[config.mk]
export PLATFORM = sky130hd
export DESIGN_NAME = bin2bcd_4dig
export DESIGN_NICKNAME = d
export VERILOG_FILES = /design/src/rtl/bin2bcd_4dig.sv
export SDC_FILE = /design/constraint.sdc
export NUM_CORES = 1
export LEC_CHECK = 0
export ABC_AREA = 1
export BUFFER_PORTS_ARGS = -buffer_cell sky130_fd_sc_hd__buf_2
export CORE_MARGIN = 2
export CORE_UTILIZATION = 39
export DETAILED_ROUTE_END_ITERATION = 6
export PLACE_DENSITY = 0.65
export SLEW_MARGIN = 20
export SYNTH_ARGS = -nofsm -noshare
export SYNTH_HDL_FRONTEND = slang
export SYNTH_SLANG_ARGS = --single-unit
export TNS_END_PERCENT = 50
[constraint.sdc]
create_clock -name clk -period 1.3 [get_ports clk]
set_clock_uncertainty 0.05 [all_clocks]
set_input_delay 0.39 -clock clk [delete_from_list [all_inputs] [get_ports clk]]
set_output_delay 0.39 -clock clk [all_outputs]
set_load 0.02 [all_outputs]
[src/rtl/bin2bcd_4dig.sv]
// Sequential double-dabble converter: unsigned binary in, four BCD digits out.
// Results are held between conversions and replaced only when a conversion completes.
module bin2bcd_4dig #(
    parameter int BIN_W = 14
) (
    input  logic             clk,
    input  logic             rst,
    input  logic             start,
    input  logic [BIN_W-1:0] bin,
    output logic             busy,
    output logic             done,
    output logic             ovf,
    output logic [3:0]       dig1,
    output logic [3:0]       dig2,
    output logic [3:0]       dig3,
    output logic [3:0]       dig4
);

    typedef enum logic [1:0] {
        S_IDLE,
        S_SHIFT,
        S_DONE
    } state_t;

    state_t           r_state;
    logic [BIN_W-1:0] r_shreg;
    logic [15:0]      r_scratch;
    logic [3:0]       r_cnt;
    logic             r_ovf_pend;
    logic             r_busy;
    logic             r_done;
    logic             r_ovf;
    logic [3:0]       r_dig1;
    logic [3:0]       r_dig2;
    logic [3:0]       r_dig3;
    logic [3:0]       r_dig4;

    logic [15:0]      w_adj;
    logic [15:0]      w_scratch_next;
    logic             w_ovf_in;

    // Each nibble is corrected independently before the shift; no inter-nibble carry.
    genvar gi;
    generate
        for (gi = 0; gi < 4; gi++) begin : g_add3
            assign w_adj[gi*4 +: 4] = (r_scratch[gi*4 +: 4] >= 4'd5)
                                      ? r_scratch[gi*4 +: 4] + 4'd3
                                      : r_scratch[gi*4 +: 4];
        end
    endgenerate

    assign w_scratch_next = {w_adj[14:0], r_shreg[BIN_W-1]};
    assign w_ovf_in       = ({{(32-BIN_W){1'b0}}, bin} > 32'd9999);

    always_ff @(posedge clk or negedge rst) begin
        if (!rst) begin
            r_state    <= S_IDLE;
            r_shreg    <= '0;
            r_scratch  <= '0;
            r_cnt      <= '0;
            r_ovf_pend <= 1'b0;
            r_busy     <= 1'b0;
            r_done     <= 1'b0;
            r_ovf      <= 1'b0;
            r_dig1     <= '0;
            r_dig2     <= '0;
            r_dig3     <= '0;
            r_dig4     <= '0;
        end else begin
            case (r_state)
                S_IDLE: begin
                    if (start) begin
                        r_shreg    <= bin;
                        r_scratch  <= '0;
                        r_cnt      <= 4'(BIN_W);
                        r_ovf_pend <= w_ovf_in;
                        r_busy     <= 1'b1;
                        r_state    <= S_SHIFT;
                    end
                end
                S_SHIFT: begin
                    r_scratch <= w_scratch_next;
                    r_shreg   <= r_shreg << 1;
                    r_cnt     <= r_cnt - 4'd1;
                    if (r_cnt == 4'd1) begin
                        // Out-of-range inputs saturate the display rather than wrap.
                        if (r_ovf_pend) begin
                            r_dig1 <= 4'd9;
                            r_dig2 <= 4'd9;
                            r_dig3 <= 4'd9;
                            r_dig4 <= 4'd9;
                        end else begin
                            r_dig1 <= w_scratch_next[15:12];
                            r_dig2 <= w_scratch_next[11:8];
                            r_dig3 <= w_scratch_next[7:4];
                            r_dig4 <= w_scratch_next[3:0];
                        end
                        r_ovf   <= r_ovf_pend;
                        r_done  <= 1'b1;
                        r_state <= S_DONE;
                    end
                end
                S_DONE: begin
                    r_done  <= 1'b0;
                    r_busy  <= 1'b0;
                    r_state <= S_IDLE;
                end
                default: begin
                    r_done  <= 1'b0;
                    r_busy  <= 1'b0;
                    r_state <= S_IDLE;
                end
            endcase
        end
    end

    assign busy = r_busy;
    assign done = r_done;
    assign ovf  = r_ovf;
    assign dig1 = r_dig1;
    assign dig2 = r_dig2;
    assign dig3 = r_dig3;
    assign dig4 = r_dig4;

endmodule

==> Implementation_results.wiki <==
{| class="wikitable"
! Metric !! Value
|-
| Outcome || finished, violations left
|-
| Failing checks || negative setup slack
|-
| Clock network power share || 10.3%
|-
| Cell area after synthesis || 2770 um2
|-
| Total net switching power || 4.698 mW
|-
| Actual transition at the worst max-transition pin || 0.2304 ns
|-
| Switching share of power || 44.10%
|-
| Die Span Y || 88.28 um
|-
| Number of violations reported at the end of detailed-routing iteration 0 || 129
|-
| Max_slew headroom || 84.64%
|-
| Startpoint of the most critical register-to-register path || r_scratch[9]
|-
| Horizontal extent of the die || 88.28 um
|-
| Number of H-tree levels || 2
|-
| Aggregate global-route resource usage || 17.87%
|-
| Min setup slack post-route || -0.04108 ns
|-
| Most common library cell in the layout ignoring fill and taps || sky130_fd_sc_hd__nand2_1
|-
| Worst setup slack before clock tree synthesis || -0.1615 ns
|-
| Clock-pin slew reported for the worst setup and hold paths after clock tree synthesis || 0.10 ns
|-
| DPL Wire Length || 4.470 mm
|-
| Final Max Tran Viols || 0
|-
| Ratio of routed vias to standard cells || 4.899
|-
| Placeable Area || 6832 um2
|-
| Final cell count without fillers || 516
|-
| Leakage Power || 1.981 nW
|-
| Power per Cell Area || 2674 nW/um2
|-
| Count of unique library cells instantiated by Yosys || 27
|-
| Sequential cell fraction of total power || 30.0%
|-
| HP Class || in -> reg
|-
| Min Clock Period, post-route || 1.341 ns
|-
| Std cell rows || 30
|-
| FF/Latch Area || 1404 um2
|-
| TritonCTS clock tree || yes
|-
| Clock Tree Root || sky130_fd_sc_hd__clkbuf_8
|-
| Start point of the critical path || r_scratch[9]
|-
| Footprint of the multi-input gates || 1524 um2
|-
| Hold path start || bin[0]
|-
| Count of vias placed by the detailed router || 2528
|-
| Port buffer count || 35
|-
| Number of warnings printed during yosys synthesis || 0
|-
| Boundary pin count || 36
|-
| Final clock period utilization by the worst path || 103.2%
|-
| Logic gate share of total power || 59.7%
|-
| Share of final-layout standard cells stronger than drive strength 1 || 47.38%
|-
| Largest net degree at the start of global routing || 37
|-
| Detail Route Antenna Nets || 0
|-
| Ant diodes || 0
|-
| Final-stage net count || 448
|-
| Final hold viol count || 0
|-
| Sum of overflow across all layers after global routing || 0
|-
| Number of clock buffers inserted by TritonCTS || 5
|-
| Placer Congestion || 0.8766
|-
| Drt pass-1 iters || 4
|-
| Power consumption || 10.65 mW
|-
| Setup repair after global routing missed its margin || true
|-
| Number of buffers between clock root and the deepest sink || 2
|-
| DRC violation count after routing || 0
|-
| Worst vdd rail ir drop || 0.0009085 V
|-
| Number of antenna violations at the first check in global routing || 0
|-
| Type of the setup path with the least slack || reg -> reg
|-
| Final-layout fill cell count || 606
|-
| Area growth syn-to-layout || 43.81%
|-
| # Max-Cap Violations || 0
|-
| Final routed wirelength across all metal layers || 6.938 mm
|-
| Largest driver fanout on the critical path || 4
|-
| Net count after synthesis || 364
|-
| Category of the worst setup path capture point || flip-flop
|-
| Gate count after technology mapping || 337
|-
| Number of register bits inferred by synthesis || 56
|-
| Arrival time reported for the critical path endpoint || 1.53 ns
|-
| Global-route wire length before repair || 10.96 mm
|-
| Insertion delay to the later sink of the worst-skew pair || 0.31 ns
|-
| Endpoint required time on the critical path || 1.49 ns
|-
| Initial Utilization || 40.55%
|-
| Number of placed instances, taps included || 488
|-
| Total die area || 7793 um2
|-
| Average instance area after synthesis || 8.220 um2
|-
| Highest clock rate || 745.7 MHz
|-
| Startpoint types || flip-flop
|-
| Clock sinks || 56
|-
| Routed len/inst || 13.45 um
|-
| Post-route core utilization || 58.32%
|-
| Proportion of synthesized chip area in sequential cells || 50.59%
|-
| Count of endpoints failing setup in the final report || 16
|-
| Pint || 5.954 mW
|-
| Vias in the first global route || 2434
|-
| Highest-count cells in the layout ignoring fill and taps || sky130_fd_sc_hd__nand2_1 (74), sky130_fd_sc_hd__dfrtp_1 (54), sky130_fd_sc_hd__buf_4 (38)
|}
==> cells in the mapped netlist (all sizes together) <==
cell type | number | share of area (%)
or2 | 1 | 0.23
buf | 11 | 3.1
a31oi | 1 | 0.23
ha | 10 | 4.5
a21oi | 18 | 3.9
o211ai | 1 | 0.27
o21ai | 28 | 5.1
nor2 | 41 | 6.9
dfrtp | 56 | 51
nand2 | 110 | 15
inv | 34 | 4.8
nor3 | 1 | 0.18
nand3b | 1 | 0.27
nand3 | 15 | 2.9
nand4 | 4 | 0.90
o22ai | 5 | 1.1
==> timing repair <==
action / 4_1_cts / 5_1_grt
hold buffers: 1 / 0
pin swaps: 14 / 28
cloned: 1 / 0
endpoints found under the setup margin: 42 / 65
hold endpoints to repair: 10 / 0
setup buffers: 14 / 9
gates resized for setup: 43 / 99
==> state kept, by name (all words and copies together) (netlist names) <==
name	count
busy	1
dig1	4
dig2	4
dig3	4
dig4	4
done	1
ovf	1
r_cnt	4
r_ovf_pend	1
r_scratch	16
r_shreg	14
r_state	2
==> metrics by stage <==
| step | area [um2] | hold slack [ns] | setup TNS, ns |
|---|---|---|---|
| after global routing | 3984 | 0.2797 | -2.286 |
| final | 3984 | 0.2816 | -0.2532 |
| after detailed placement | 3262 | 0.3321 | -1.582 |
| after global placement | 3262 | 0.3283 | -0.4638 |
| after floorplan | 2770 | 0.04441 | 0 |
| after CTS | 3637 | 0.2708 | -0.5348 |
==> power by group through the flow <==
| stage | sequential [mW] | clock, mW | combinational (mW) |
|---|---|---|---|
| 2_1_floorplan | 3.39 | 0 | 2.61 |
| 3_3_place_gp | 3.09 | 0 | 4.21 |
| 5_1_grt | 3.30 | 1.20 | 7.01 |
| 4_1_cts | 3.13 | 1.13 | 5.02 |
| 6_report | 3.19 | 1.10 | 6.36 |
| 3_5_place_dp | 3.12 | 0 | 4.35 |
==> final cells by class <==
cell class | instances | share of cell area, %
clock buffers | 5 | 1.727
repair buffers | 88 | 17.62
inverters | 34 | 3.392
flip-flops and latches | 56 | 35.24
well taps | 96 | 3.015
clock inverters | 1 | 0.7538
multi-input cells | 236 | 38.25
==> critical path, cell delays in order (launching register included) <==
cell                      delay [ns]
sky130_fd_sc_hd__dfrtp_1        0.41
sky130_fd_sc_hd__inv_2          0.11
sky130_fd_sc_hd__ha_1           0.18
sky130_fd_sc_hd__nand2_2        0.11
sky130_fd_sc_hd__nand3_4        0.15
sky130_fd_sc_hd__nand2_2        0.06
sky130_fd_sc_hd__nand2_2        0.07
sky130_fd_sc_hd__nand2_1        0.05
sky130_fd_sc_hd__o21ai_1        0.09
==> kinds of logic (layout without fill, tap and decap cells) <==
logic type	Yosys count	in the layout	share of synthesized area (%)
fa+ha+maj	10	10	4.517
flops	56	56	50.59
buf+inv	45	128	7.904
compound gates	53	53	10.61
simple gates	173	173	26.38
==> worst paths after layout <==
kind / endpoint / slack, ns / cells past startpoint
min in group asynchronous: dig4[1] / 0.54 / 3
hold / removal: r_shreg[0] / 0.28 / 3
setup reg to reg: r_scratch[9] / -0.04 / 8
hold reg to reg: busy / 0.43 / 2
setup / recovery: r_scratch[9] / -0.04 / 8
max in group asynchronous: r_cnt[0] / 0.40 / 3
==> per-layer routing <==
layer | global-route usage, % | part of all wire (%) | vias up
li1 | - | - | 1234
met1 | 23.01 | 44 | 1214
met2 | 30.90 | 50 | 65
met3 | 3.918 | 4.3 | 15
met4 | 4.132 | 1.7 | 0
met5 | 0 | 0 | -
Note: power is estimated with default switching activity, not from simulation.
